===== src/rtl/reg_cmd_bridge_if.sv =====
// Command-stream and register-strobe bundle for reg_cmd_bridge.
// master: drives rx_data/rx_valid, observes the strobes.
// slave:  the bridge; accepts bytes, drives the register strobes.
interface reg_cmd_bridge_if;
    logic [7:0]  rx_data;
    logic        rx_valid;
    logic        rx_ready;
    logic [31:0] reg_addr;
    logic [31:0] reg_wr_data;
    logic        reg_wr;
    logic        cmd_err;
    logic [15:0] wr_count;

    modport master (
        output rx_data,
        output rx_valid,
        input  rx_ready,
        input  reg_addr,
        input  reg_wr_data,
        input  reg_wr,
        input  cmd_err,
        input  wr_count
    );

    modport slave (
        input  rx_data,
        input  rx_valid,
        output rx_ready,
        output reg_addr,
        output reg_wr_data,
        output reg_wr,
        output cmd_err,
        output wr_count
    );
endinterface


===== src/rtl/reg_cmd_bridge.sv =====
// Byte-serial write-frame decoder feeding the control-register block.
// Frame: opcode, 4 address bytes, 4 data bytes (MSB first).
// Ports:
//   clk  - clock
//   rst  - synchronous active-high reset
//   bus  - slave side: rx_data/rx_valid/rx_ready byte stream in;
//          reg_addr/reg_wr_data/reg_wr strobes, cmd_err pulse and
//          saturating wr_count out.
module reg_cmd_bridge #(
    parameter int unsigned TIMEOUT   = 255,
    parameter logic [7:0]  WR_OPCODE = 8'hA5
) (
    input  logic            clk,
    input  logic            rst,
    reg_cmd_bridge_if.slave bus
);

    localparam logic [15:0] L_TMAX = 16'(TIMEOUT - 1);

    typedef enum logic [1:0] {
        IDLE,
        ADDR,
        DATA,
        ISSUE
    } state_t;

    state_t      r_state;
    state_t      w_state_nxt;
    logic [1:0]  r_cnt;
    logic [1:0]  w_cnt_nxt;
    logic [15:0] r_timer;
    logic [15:0] w_timer_nxt;
    logic [31:0] r_sh_addr;
    logic [31:0] w_sh_addr_nxt;
    logic [31:0] r_sh_data;
    logic [31:0] w_sh_data_nxt;

    logic [31:0] r_reg_addr;
    logic [31:0] r_reg_wr_data;
    logic        r_reg_wr;
    logic        r_cmd_err;
    logic [15:0] r_wr_count;

    logic        w_ready;
    logic        w_acc;
    logic        w_tmo;
    logic        w_issue;
    logic        w_err;

    // Ready is gated by rst so no byte is taken during the reset cycle.
    assign w_ready = ~rst & (r_state != ISSUE);
    assign w_acc   = bus.rx_valid & w_ready;
    // An accepted byte on the would-expire cycle wins over the abort.
    assign w_tmo   = (r_timer == L_TMAX) & ~w_acc;

    always_comb begin
        w_state_nxt   = r_state;
        w_cnt_nxt     = r_cnt;
        w_timer_nxt   = r_timer;
        w_sh_addr_nxt = r_sh_addr;
        w_sh_data_nxt = r_sh_data;
        w_issue       = 1'b0;
        w_err         = 1'b0;
        unique case (r_state)
            IDLE: begin
                if (w_acc) begin
                    if (bus.rx_data == WR_OPCODE) begin
                        w_state_nxt   = ADDR;
                        w_cnt_nxt     = 2'd0;
                        w_timer_nxt   = 16'd0;
                        w_sh_addr_nxt = 32'd0;
                        w_sh_data_nxt = 32'd0;
                    end else begin
                        w_err = 1'b1;
                    end
                end
            end
            ADDR: begin
                if (w_acc) begin
                    w_sh_addr_nxt = {r_sh_addr[23:0], bus.rx_data};
                    w_timer_nxt   = 16'd0;
                    w_cnt_nxt     = r_cnt + 2'd1;
                    if (r_cnt == 2'd3) begin
                        w_state_nxt = DATA;
                        w_cnt_nxt   = 2'd0;
                    end
                end else if (w_tmo) begin
                    w_state_nxt   = IDLE;
                    w_cnt_nxt     = 2'd0;
                    w_timer_nxt   = 16'd0;
                    w_sh_addr_nxt = 32'd0;
                    w_sh_data_nxt = 32'd0;
                    w_err         = 1'b1;
                end else begin
                    w_timer_nxt = r_timer + 16'd1;
                end
            end
            DATA: begin
                if (w_acc) begin
                    w_sh_data_nxt = {r_sh_data[23:0], bus.rx_data};
                    w_timer_nxt   = 16'd0;
                    w_cnt_nxt     = r_cnt + 2'd1;
                    if (r_cnt == 2'd3) begin
                        w_state_nxt = ISSUE;
                        w_cnt_nxt   = 2'd0;
                        w_issue     = 1'b1;
                    end
                end else if (w_tmo) begin
                    w_state_nxt   = IDLE;
                    w_cnt_nxt     = 2'd0;
                    w_timer_nxt   = 16'd0;
                    w_sh_addr_nxt = 32'd0;
                    w_sh_data_nxt = 32'd0;
                    w_err         = 1'b1;
                end else begin
                    w_timer_nxt = r_timer + 16'd1;
                end
            end
            ISSUE: begin
                w_state_nxt = IDLE;
            end
            default: begin
                w_state_nxt = IDLE;
            end
        endcase
    end

    always_ff @(posedge clk) begin
        if (rst) begin
            r_state   <= IDLE;
            r_cnt     <= 2'd0;
            r_timer   <= 16'd0;
            r_sh_addr <= 32'd0;
            r_sh_data <= 32'd0;
        end else begin
            r_state   <= w_state_nxt;
            r_cnt     <= w_cnt_nxt;
            r_timer   <= w_timer_nxt;
            r_sh_addr <= w_sh_addr_nxt;
            r_sh_data <= w_sh_data_nxt;
        end
    end

    // Strobes are loaded on the edge that takes the 9th byte so that
    // reg_wr is high during the ISSUE cycle with the new addr/data.
    always_ff @(posedge clk) begin
        if (rst) begin
            r_reg_addr    <= 32'd0;
            r_reg_wr_data <= 32'd0;
            r_reg_wr      <= 1'b0;
            r_cmd_err     <= 1'b0;
            r_wr_count    <= 16'd0;
        end else begin
            r_reg_wr  <= w_issue;
            r_cmd_err <= w_err;
            if (w_issue) begin
                r_reg_addr    <= w_sh_addr_nxt;
                r_reg_wr_data <= w_sh_data_nxt;
                if (r_wr_count != 16'hFFFF) begin
                    r_wr_count <= r_wr_count + 16'd1;
                end
            end
        end
    end

    assign bus.rx_ready    = w_ready;
    assign bus.reg_addr    = r_reg_addr;
    assign bus.reg_wr_data = r_reg_wr_data;
    assign bus.reg_wr      = r_reg_wr;
    assign bus.cmd_err     = r_cmd_err;
    assign bus.wr_count    = r_wr_count;

endmodule


===== src/flat_wrapper.sv =====
// flat-port wrapper written by rule: the top's interface ports become plain ports
module reg_cmd_bridge_flat 
#(
    parameter int unsigned TIMEOUT   = 255,
    parameter logic [7:0]  WR_OPCODE = 8'hA5
)
  (clk, rst, bus_rx_data, bus_rx_valid, bus_rx_ready, bus_reg_addr, bus_reg_wr_data, bus_reg_wr, bus_cmd_err, bus_wr_count);
  reg_cmd_bridge_if bus_i ();
  input  logic clk;
  input  logic rst;
  input wire logic [$bits(bus_i.rx_data)-1:0] bus_rx_data;
  input wire logic [$bits(bus_i.rx_valid)-1:0] bus_rx_valid;
  output wire logic [$bits(bus_i.rx_ready)-1:0] bus_rx_ready;
  output wire logic [$bits(bus_i.reg_addr)-1:0] bus_reg_addr;
  output wire logic [$bits(bus_i.reg_wr_data)-1:0] bus_reg_wr_data;
  output wire logic [$bits(bus_i.reg_wr)-1:0] bus_reg_wr;
  output wire logic [$bits(bus_i.cmd_err)-1:0] bus_cmd_err;
  output wire logic [$bits(bus_i.wr_count)-1:0] bus_wr_count;
  assign bus_i.rx_data = bus_rx_data;
  assign bus_i.rx_valid = bus_rx_valid;
  assign bus_rx_ready = bus_i.rx_ready;
  assign bus_reg_addr = bus_i.reg_addr;
  assign bus_reg_wr_data = bus_i.reg_wr_data;
  assign bus_reg_wr = bus_i.reg_wr;
  assign bus_cmd_err = bus_i.cmd_err;
  assign bus_wr_count = bus_i.wr_count;
  reg_cmd_bridge #(.TIMEOUT(TIMEOUT), .WR_OPCODE(WR_OPCODE)) u_core (.clk(clk), .rst(rst), .bus(bus_i));
endmodule

===== config.mk =====
export PLATFORM = sky130hd
export DESIGN_NAME = reg_cmd_bridge_flat
export DESIGN_NICKNAME = d
export VERILOG_FILES = /design/src/rtl/reg_cmd_bridge_if.sv /design/src/rtl/reg_cmd_bridge.sv /design/src/flat_wrapper.sv
export SDC_FILE = /design/constraint.sdc
export NUM_CORES = 1
export LEC_CHECK = 0
export CORE_ASPECT_RATIO = 0.8
export CORE_MARGIN = 2
export CORE_UTILIZATION = 45
export DETAILED_ROUTE_END_ITERATION = 10
export PLACE_DENSITY = 0.77
export SLEW_MARGIN = 10
export SYNTH_ARGS = -nofsm -noshare
export SYNTH_HDL_FRONTEND = slang
export SYNTH_SLANG_ARGS = --single-unit

===== constraint.sdc =====
create_clock -name clk -period 2.15 [get_ports clk]
set_clock_uncertainty 0.05 [all_clocks]
set_input_delay 0.43 -clock clk [delete_from_list [all_inputs] [get_ports clk]]
set_output_delay 0.43 -clock clk [all_outputs]
set_load 0.005 [all_outputs]

# Word level (Yosys, flattened, before mapping)
# Index checks and enable logic that the tools add are counted.
# word_totals
regBits	166
input_bits	11
# classes
addsub	3
eq_ne	13
mux	39
bitwise_logic	5
n_reduce_logical	7
# ops
operator	count
$mux 32	10
$pmux 32 s3	2
$mux 16	4
$add 16x1->16 const B	2
$pmux 16 s2	1
$mux 2	12
$eq 16x8->1 const B	1
$ne 16x16->1 const B	1
$eq 8x8->1 const B	1
$pmux 2 s4	1
$reduce_and 4->1	2
$mux 1	7
$eq 2x2->1 const B	3
$ne 3x3->1 const B	2
$ne 2x1->1 const B	2
$pmux 2 s2	1
$and 1x1->1	3
$ne 3x1->1 const B	1
$reduce_and 3->1	1
$add 2x1->2 const B	1
$eq 2x1->1 const B	1
$logic_not 2->1	1
$ne 2x2->1 const B	1
$not 1->1	2
other kinds (4)	4

# Longest topological paths before layout
# depth
ltp_word	8
mapped_depth	9
mapped_depth_nobuf	7

# Least setup slack after synthesis
# OpenSTA, ideal clock, no wires.
# synth_path
path_kind	reg-to-reg
start	register u_core.r_state[1]
end	register u_core.r_timer[9]
setup_time_ns	0.074
arrival_time_ns	2.143
t_required_ns	2.026
path_slack_ns	-0.117
stages_incl_launch_ff	9
n_path_buf	2
synth_period_minus_slack_ns	2.267
path_cell_list	dfxtp_1 > ha_1 > buf_6 > nor3b_4 > a31oi_4 > or3_1 > buf_2 > or3_1 > a31oi_1
# synth_via
elab_chain_cells	8
elab_cells_between_ends	16
# synth_lines
element	line_no	source
from (decl)	reg_cmd_bridge.sv:27	state_t r_state;
from (signal assigned)	reg_cmd_bridge.sv:136	r_state <= w_state_nxt;
$ne 2x2->1	reg_cmd_bridge.sv:51	assign w_ready = ~rst & (r_state != ISSUE);
$and 1x1->1	reg_cmd_bridge.sv:51	
$and 1x1->1	reg_cmd_bridge.sv:52	assign w_acc = bus.rx_valid & w_ready;
$not 1->1	reg_cmd_bridge.sv:54	assign w_tmo = (r_timer == L_TMAX) & ~w_acc;
$and 1x1->1	reg_cmd_bridge.sv:54	
$mux 16	reg_cmd_bridge.sv:87, reg_cmd_bridge.sv:108	
$mux 16	reg_cmd_bridge.sv:99	if (w_acc) begin
$pmux 16 s2	reg_cmd_bridge.sv:64	unique case (r_state)
to (signal assigned)	reg_cmd_bridge.sv:138	r_timer <= w_timer_nxt;
to (decl)	reg_cmd_bridge.sv:31	logic [15:0] r_timer;
# Parallel ways exist; a longest one is shown, timed or not.
# A chain may end at the register's enable or synchronous reset.

# Worst setup path after layout
# layout_path
start	register u_core.r_state[0]
end	register u_core.r_timer[7]
# Same word-level chain as after synthesis.

==> summary.md <==
| Metric | Value |
|---|---|
| Largest fanout on the critical path | 7 |
| Clock-pin slew on the worst setup and hold paths | 0.07 ns |
| Startpoint Class | flip-flop |
| Antenna cells | 0 |
| H-tree Lvls | 4 |
| IO buf count | 93 |
| Hold WS | 0.326 ns |
| Leakage power | 3.20 nW |
| # clock sinks | 166 |
| Largest net degree at the start of global routing | 67 |
| EDFF count, synth | 0 |
| DRT antenna net count | 0 |
| DRT Wirelength | 19,500 um |
| Slowest cell on the critical path | or3_4 |
| Skew-Pair Late Insertion Delay | 0.43 ns |
| Top-level I/O count | 94 |
| Fill cells | 1,200 |
| Inserted Clock Buffers | 17 |
| CTS root buf | clkbuf_16 |
| Worst Reg2Reg Path Length in Cells | 7 |
| Worst path arrival time | 2.43 ns |
| Fmax | 0.470 GHz |
| Most common cell on crit path | or3_4 |
| Commonest cells post-synth | 166 x dfxtp_1, 118 x o21ai_0, 99 x a21oi_1 |
| Dpl cells | 1,057 |
| DR iter-0 viols | 718 |
| Worst hold stages | 4 |
| Net count after synthesis | 789 |
| CTS max path bufs | 2 |
| First-pass DRT Iterations | 5 |
| GPL Wtd Cong | 0.836 |
| Final Cycle Share | 98.9% |
| Minimum clock period | 2.13 ns |
| Final setup violation count | 0 |
| MaxCap Viol Count | 0 |
| Post-layout util | 62.2% |
| Vias in the first global route | 6,000 |
| Final hold vios | 0 |
| CP max stage delay | 0.40 ns |
| Cell Chain, Critical Path | ha_4 -> nor3b_4 -> buf_4 -> a31oi_4 -> or3_4 -> or3_4 -> a21oi_2 |
| Outcome | completed |
| DRC | 0 |
| DR vias/cell | 5.74 |
| Vert. Die Dim | 112 um |
| Setup crit end kind | flip-flop |
| Worst vdd rail ir drop | 0.000569 V |
| WP data required | 2.45 ns |
| Core Area | 14,300 um^2 |
| Post-DP HPWL | 11,600 um |
| Pins Over Slew Limit | 0 |
| Layout cell share with drive strength beyond 1 | 14.9% |
| Hold Buf Count CTS | 0 |
| Initial antenna violation count | 0 |
| First-pass GRT wire length | 30,500 um |
| Post-route cell area | 8890 um^2 |
| Synth area leaders | dfxtp_1 50%, o21ai_0 8.9%, a21oi_1 7.5% |
| Synth Cell Area | 6600 um^2 |
| Area added between synthesis and finish | 34.6% |
| Async SR Flop Fraction | 0% |
| HP Class | primary input to flip-flop |
| Unrepaired setup endpoints after global routing | yes |
| Total grt overflow | 0 |
| Nets | 919 |
| #FFs+latches synth | 166 |
| Count leader, synth | dfxtp_1 |
| Post-route insts no fill | 1,097 |
| Sequential share of the synthesized area | 50.3% |
| GR Util All Layers | 24.0% |
| Pwr Density | 714 nW/um^2 |
| Routed length per instance | 17.8 um |
| Top cell type's share of synthesized area | 50.3% |
| Worst setup path category | flip-flop to flip-flop |
| Syn avg cell area | 8.58 um^2 |
| Total power | 6.35 mW |
| Ys Warns | 0 |
| FP Rows | 39 |
| Die ar. | 15,700 um^2 |
| Via count | 6,296 |
| Worst slew pin tran | 0.634 ns |
| Synth Flop Type | dfxtp_1 |
| Die width | 139 um |
| CTS tree | done |
| Cells after Synth | 770 |
| Starting density of the core | 46.2% |
| Area leader, netlist | dfxtp_1 |
| Slew HR | 57.7% |
| Placed instance area | 8110 um^2 |
| Yosys cell types | 53 |
sequential cells by signal, summed over array words and instances, names as in the netlist:
name,flops
u_core.r_cnt,2
u_core.bus.wr_count,16
u_core.r_state,2
u_core.r_timer,16
u_core.bus.reg_wr,1
u_core.r_sh_data,32
u_core.bus.cmd_err,1
u_core.bus.reg_wr_data,32
u_core.r_sh_addr,32
u_core.bus.reg_addr,32
placed cells by master, fill, tap and decap left out, types with 4 or more instances in the layout:
master | Yosys | layout
a21oi_1 | 99 | 97
a22o_1 | 6 | 6
a31oi_1 | 37 | 37
and3_1 | 6 | 6
and4_1 | 7 | 7
buf_12 | 0 | 5
buf_4 | 1 | 63
buf_6 | 1 | 4
clkbuf_16 | 0 | 19
clkdlybuf4s50_1 | 0 | 91
clkinv_2 | 0 | 4
dfxtp_1 | 166 | 163
ha_1 | 8 | 4
inv_1 | 7 | 6
mux2i_1 | 8 | 8
nand2_1 | 78 | 77
nand3_1 | 20 | 19
nand4_1 | 13 | 13
nor2_1 | 56 | 54
nor3_1 | 9 | 9
o21ai_0 | 118 | 115
o21ai_1 | 7 | 10
o22ai_1 | 6 | 6
or3_1 | 6 | 4
xor2_1 | 12 | 12
worst paths after layout:
path / from / endpoint / slack, ns
max: u_core.r_state[0] / u_core.r_timer[7] / 0.02
min: rst / u_core.r_cnt[0] / 0.33
max reg2reg: u_core.r_state[0] / u_core.r_timer[7] / 0.02
min reg2reg: u_core.r_sh_data[15] / u_core.r_sh_data[23] / 0.43
worst max-delay path, delay by kind of cell (launching register included):
family	cells	cell delay, ns
AND/OR/NAND/NOR	3	1.08
flip-flops	1	0.34
AO/OA/AOI/OAI	2	0.22
buffers and inverters	1	0.19
adder cells (fa/ha/maj)	1	0.17
final cells by class:
class                      instances  area (um^2)  area share, %
tap                              184          230           2.59
sequential                       166         3330           37.4
clock inverter                    10         95.1           1.07
multi-input combinational        541         3140           35.4
inverter                           8         31.3          0.352
timing repair buffer             166         1590           17.9
clock buffer                      22          474           5.34
power breakdown:
part / switching, mW / internal (mW)
clock: 1.25 / 1.69
sequential: 0.00305 / 3.08
combinational: 0.213 / 0.112
total: 1.47 / 4.88
routing by layer:
metal / up-vias / GRT usage (%) / part of all wire, % / wire length (um)
li1: 3038 / - / - / -
met1: 3014 / 34.4 / 47 / 9200
met2: 224 / 36.8 / 46 / 8920
met3: 20 / 5.50 / 5.9 / 1150
met4: 0 / 6.33 / 1.1 / 223
met5: - / 0 / 0 / 0
kinds of logic (layout without fill, tap and decap cells):
| family | Yosys count | in the layout | share of synthesized area (%) |
|---|---|---|---|
| compound gates | 293 | 294 | 24.8 |
| xor+xnor | 15 | 15 | 1.99 |
| fa+ha+maj | 8 | 8 | 1.52 |
| buf+inv | 64 | 206 | 3.88 |
| flops | 166 | 166 | 50.3 |
| mux | 8 | 8 | 1.21 |
| simple gates | 216 | 216 | 16.3 |
stage by stage:
step           setup slack, ns  setup TNS, ns
2_1_floorplan          -0.0178         -0.677
3_3_place_gp            -0.453         -56.76
3_5_place_dp            -0.496         -60.20
4_1_cts                -0.0793        -0.0793
5_1_grt                -0.0820         -0.420
6_report                0.0229              0
timing repair:
item	in CTS	in global routing
gates cloned	1	2
buffers inserted	1	5
pin swaps	2	19
gates resized for setup	8	22
setup endpoints to repair	92	147
No activity file was read; power rests on OpenSTA's default activity.
==> edit 1, RTL diff (same settings) <==
Encoding of `state_t`: now one-hot (4 bits for 4 states).
--- a/src/rtl/reg_cmd_bridge.sv
+++ b/src/rtl/reg_cmd_bridge.sv
@@ -19,7 +19,7 @@
 
-    typedef enum logic [1:0] {
-        IDLE,
-        ADDR,
-        DATA,
-        ISSUE
+    typedef enum logic [3:0] {
+        IDLE  = 4'b0001,
+        ADDR  = 4'b0010,
+        DATA  = 4'b0100,
+        ISSUE = 4'b1000
     } state_t;
Formal check against the unedited RTL: no difference found for any inputs over 4 cycles, from zero or initial values and one cycle with rst high; so few cycles prove little.
==> edit 1 against the unedited design <==
  * Total power fell by 1.3%
  * Highest routed layer unchanged
  * Cell count fell by 7.4%
  * Sequential cell count fell by 6
  * Routed wire length fell by 18%
  * Worst setup slack got worse by 0.039 ns
  * The flow now finishes with violations (negative setup slack)
  * Area after synthesis fell by 6.9%
  * Cell area fell by 4.7%
==> edit 1: results (changes against the unedited design) <==
Crit Path Class=reg2reg; Cell variety after synth=50 (-5.7%); Worst-path clk slew=0.06 ns; overall power=0.00627 W (-1.3%); Post-synth ARST share=0% (unchanged); Inst Count DP=974 (-7.9%); layout cells sized above 1=16.3% (+1.4 points); capturing point of the worst reg2reg path=u_core.r_sh_addr[11]$_SDFF_PP0_; run status=finished with violations; syn_nets=702 (-11%); Post-synth top cells=dfxtp_1 (160), nand2_1 (145), a21oi_1 (79); routing usage on met2=35.1% (-1.6 points); Switching Share=22.0% (-1.1 points); post-synthesis cell count=687 (-11%); Final setup viols=12 (+12); Root Driver=clkbuf_16; via count=5566 (-12%); First DRT Iteration DRCs=436 (-39%); final WL=16000 um (-18%); met1 usage=29.4% (-5.0 points); first-pass GRT wire length=25700 um (-16%); WL met3=876 um (-24%); n_diodes=0 (unchanged); Nets=838 (-8.8%); R2R Path Start=u_core.r_timer[0]$_SDFFE_PP0P_; Max FO, Critical Path=22 (+15); Clk pwr share=47.6% (+1.3 points); Reg power frac=47.7% (-0.9 points); total track usage=22.2% (-1.8 points); setup slack after layout=-0.0162 ns (-0.0391 ns); Slowest-stage cell, CP=or4b_4; Leak=3.04 nW (-5.0%); Hold Path Depth=3 (-1); WL met1=7360 um (-20%); via count of the first global-routing pass=5134 (-14%); VDD IR-drop max=555 uV (-2.5%); Hold EP=u_core.bus.wr_count[1]$_SDFFE_PP0P_; Worst Max-Slew Pin Slew=0.603 ns (-0.0312 ns); setup_tns=-0.0740 ns (-0.0740 ns); Detail Placement HPWL=10900 um (-5.8%); top cells by area, synth=dfxtp_1 (52%), nand2_1 (8.9%), a22o_1 (6.6%); vias per cell=5.48 (-4.5%); pin count of the biggest net entering global routing=48 (-28%); Most used DFF post-synth=dfxtp_1; initial antenna violation count=0 (unchanged); CTS Buf Count=17 (unchanged); dpl cell area=7620 um^2 (-6.0%); CP peak stage delay=0.48 ns (+0.08 ns); failing checks=negative setup slack; post-place setup slack=-0.435 ns (+0.0609 ns); routed wl met2=7580 um (-15%); Placer Congestion=0.823 (-1.5%); TritonRoute pass-1 iters=5 (unchanged); register area share after synthesis=52.1% (+1.8 points); worst reg2reg path depth=8 (+1); Min Hold Slack=0.297 ns (-0.0291 ns); grt met3 use=7.17% (+1.7 points); clk_lat worst skew=0.43 ns (about the same)
-- edit 1: cell count changes after synthesis, sizes merged, moves of 8 or more --
cell	unedited run	this run
a31oi	38	3
a22o	6	46
inv	7	16
o21ai	125	17
nand2	78	145
clkbuf	48	34
nand3	20	10
a21oi	100	80
xnor2	3	11
nor2	56	33
-- edit 1: final cells by class --
class | count | area, um^2
tap | 180 | 225
sequential | 160 | 3210
timing repair buffer | 162 | 1570
clock buffer | 20 | 457
clock inverter | 12 | 134
multi-input combinational | 466 | 2810
fill | 1083 | 4990
inverter | 16 | 60.1
-- edit 1: cell families after synthesis --
family | count (synthesis) | share of synthesized area (%)
AOI/OAI and AO/OA | 184 | 19.8
DFF | 160 | 52.1
xor gates and xnor gates | 19 | 2.71
buffers and inverters | 61 | 4.13
and+or+nand+nor | 254 | 19.6
muxes | 5 | 0.814
adders and majority gates | 4 | 0.814
-- edit 1: what timing repair did --
item	in CTS	in global routing
setup endpoints to repair	47	68
gates resized for setup	10	26
setup buffers	1	6
pin swaps	1	20
cloned	0	3
==> edit 2, RTL diff (same settings) <==
Made on the original files. `TIMEOUT` is set to 255 in 2 places; all go to 191.
--- a/src/rtl/reg_cmd_bridge.sv
+++ b/src/rtl/reg_cmd_bridge.sv
@@ -9,3 +9,3 @@
 module reg_cmd_bridge #(
-    parameter int unsigned TIMEOUT   = 255,
+    parameter int unsigned TIMEOUT   = 191,
     parameter logic [7:0]  WR_OPCODE = 8'hA5
--- a/src/flat_wrapper.sv
+++ b/src/flat_wrapper.sv
@@ -3,3 +3,3 @@
 #(
-    parameter int unsigned TIMEOUT   = 255,
+    parameter int unsigned TIMEOUT   = 191,
     parameter logic [7:0]  WR_OPCODE = 8'hA5
Behaviour: same outputs for any inputs over 4 cycles, from zero or initial values and one cycle with rst high; that may be too few to reach the edited logic, so the function may still have changed.
==> edit 2 against the unedited design <==
  * Cell area is 3.8% higher
  * The flow now finishes with violations (negative setup slack)
  * Routed wire length shrank 5.7%
  * Via count rose by 0.60%
  * First-iteration DRC count is 11% lower
  * Sequential cell count stayed put
  * Core utilization increased by 2.2 points
  * Worst setup slack worse by 0.046 ns
  * Sequential power hardly changed
  * Area after synthesis rose by 0.59%
  * Die area grew 0.57%
  * Total power up 6.4%
==> edit 2: results (changes against the unedited design) <==
run status=finished with violations; failing checks=negative setup slack; Internal=0.00524 W (+7.3%); CLK BUF=21 (-4.5%); Fillers=1142 (-4.8%); Hold EP=u_core.r_sh_data[31]$_SDFF_PP0_; Seq/total area=36.1% (-1.3 points); signal buffers share of area=18.9% (+1.1 points); Final setup viols=5 (+5); Worst Setup EP=u_core.r_timer[6]$_SDFFE_PP0P_; Post-synth top cells=dfxtp_1 (166), nor2_1 (99), a21oi_1 (89); VDD IR-drop max=618 uV (+8.6%); post_cts resized=12 (+4); routing usage on met2=34.7% (-2.1 points); pin count of the biggest net entering global routing=87 (+30%); Comb pwr share=6.1% (+1.0 points); Detail Placement HPWL=11800 um (+2.3%); register area share after synthesis=50.0% (-0.29 points); n_diodes=1 (+1); Comb power=0.000415 W (+28%); HP Class=reg2reg; Critical Path Start=u_core.r_timer[15]$_SDFFE_PP0P_; grt met3 use=5.33% (-0.17 points); syn_nets=793 (+0.51%); worst reg2reg path depth=9 (+2); Placer Congestion=0.804 (-3.8%); fraction of area in multi-input gates=35.2% (-0.20 points); total track usage=22.5% (-1.5 points); clk tree area frac=6.85% (+0.44 points); hold_sp=u_core.r_sh_data[31]$_SDFF_PP0_; Worst Max-Slew Pin Slew=0.884 ns (+0.250 ns); Hold Path Depth=2 (-2); Buffers excl. clock=180 (+8.4%); met1 usage=31.5% (-2.9 points); setup bufs post-CTS=2 (+1); WL per Instance=16.5 um (-7.0%); multi-input combinational cell count=538 (-0.55%); layout cells sized above 1=18.9% (+4.0 points); TritonRoute pass-1 iters=6 (+1); first-pass GRT wire length=29000 um (-5.0%); via count=6334 (+0.60%); P_clk=0.00326 W (+11%); setup slack after layout=-0.0230 ns (-0.0459 ns); Leak=3.06 nW (-4.4%); Slowest-stage cell, CP=or4_4; via count of the first global-routing pass=5800 (-3.3%); initial antenna violation count=1 (+1); inverter count=11 (+3); final std cells w/o fill=1112 (+1.4%); WL met3=1140 um (-0.78%); Max FO, Critical Path=8 (+1); arrival time at the worst endpoint=2.41 ns (-0.02 ns); post-synthesis cell count=774 (+0.52%); WL met1=8490 um (-7.7%)
==> edit 2: logic make-up (layout without fill, tap and decap cells) <==
group / count (synthesis) / after routing / synth area share (%)
buffers and inverters: 70 / 223 / 4.24
AND/OR/NAND/NOR: 267 / 267 / 19.3
multiplexers: 1 / 1 / 0.151
flip-flops: 166 / 166 / 50.0
adder cells (fa/ha/maj): 8 / 8 / 1.51
AO/OA/AOI/OAI: 250 / 250 / 23.1
XOR/XNOR: 12 / 12 / 1.58
other: 0 / 1 / 0
==> edit 2: metrics by stage <==
stage / util (%) / setup slack (ns) / hold slack, ns / cell area [um^2] / setup TNS [ns]
floorplan: - / 0.0139 / 0.390 / 6650 / 0
global placement: 57.9 / -0.386 / 0.412 / 8310 / -47.82
detailed placement: 57.9 / -0.467 / 0.418 / 8310 / -51.20
CTS: 62.6 / 0.00441 / 0.428 / 8980 / 0
global route: 64.3 / -0.0868 / 0.443 / 9230 / -1.15
finish: 64.3 / -0.0230 / 0.419 / 9230 / -0.0792
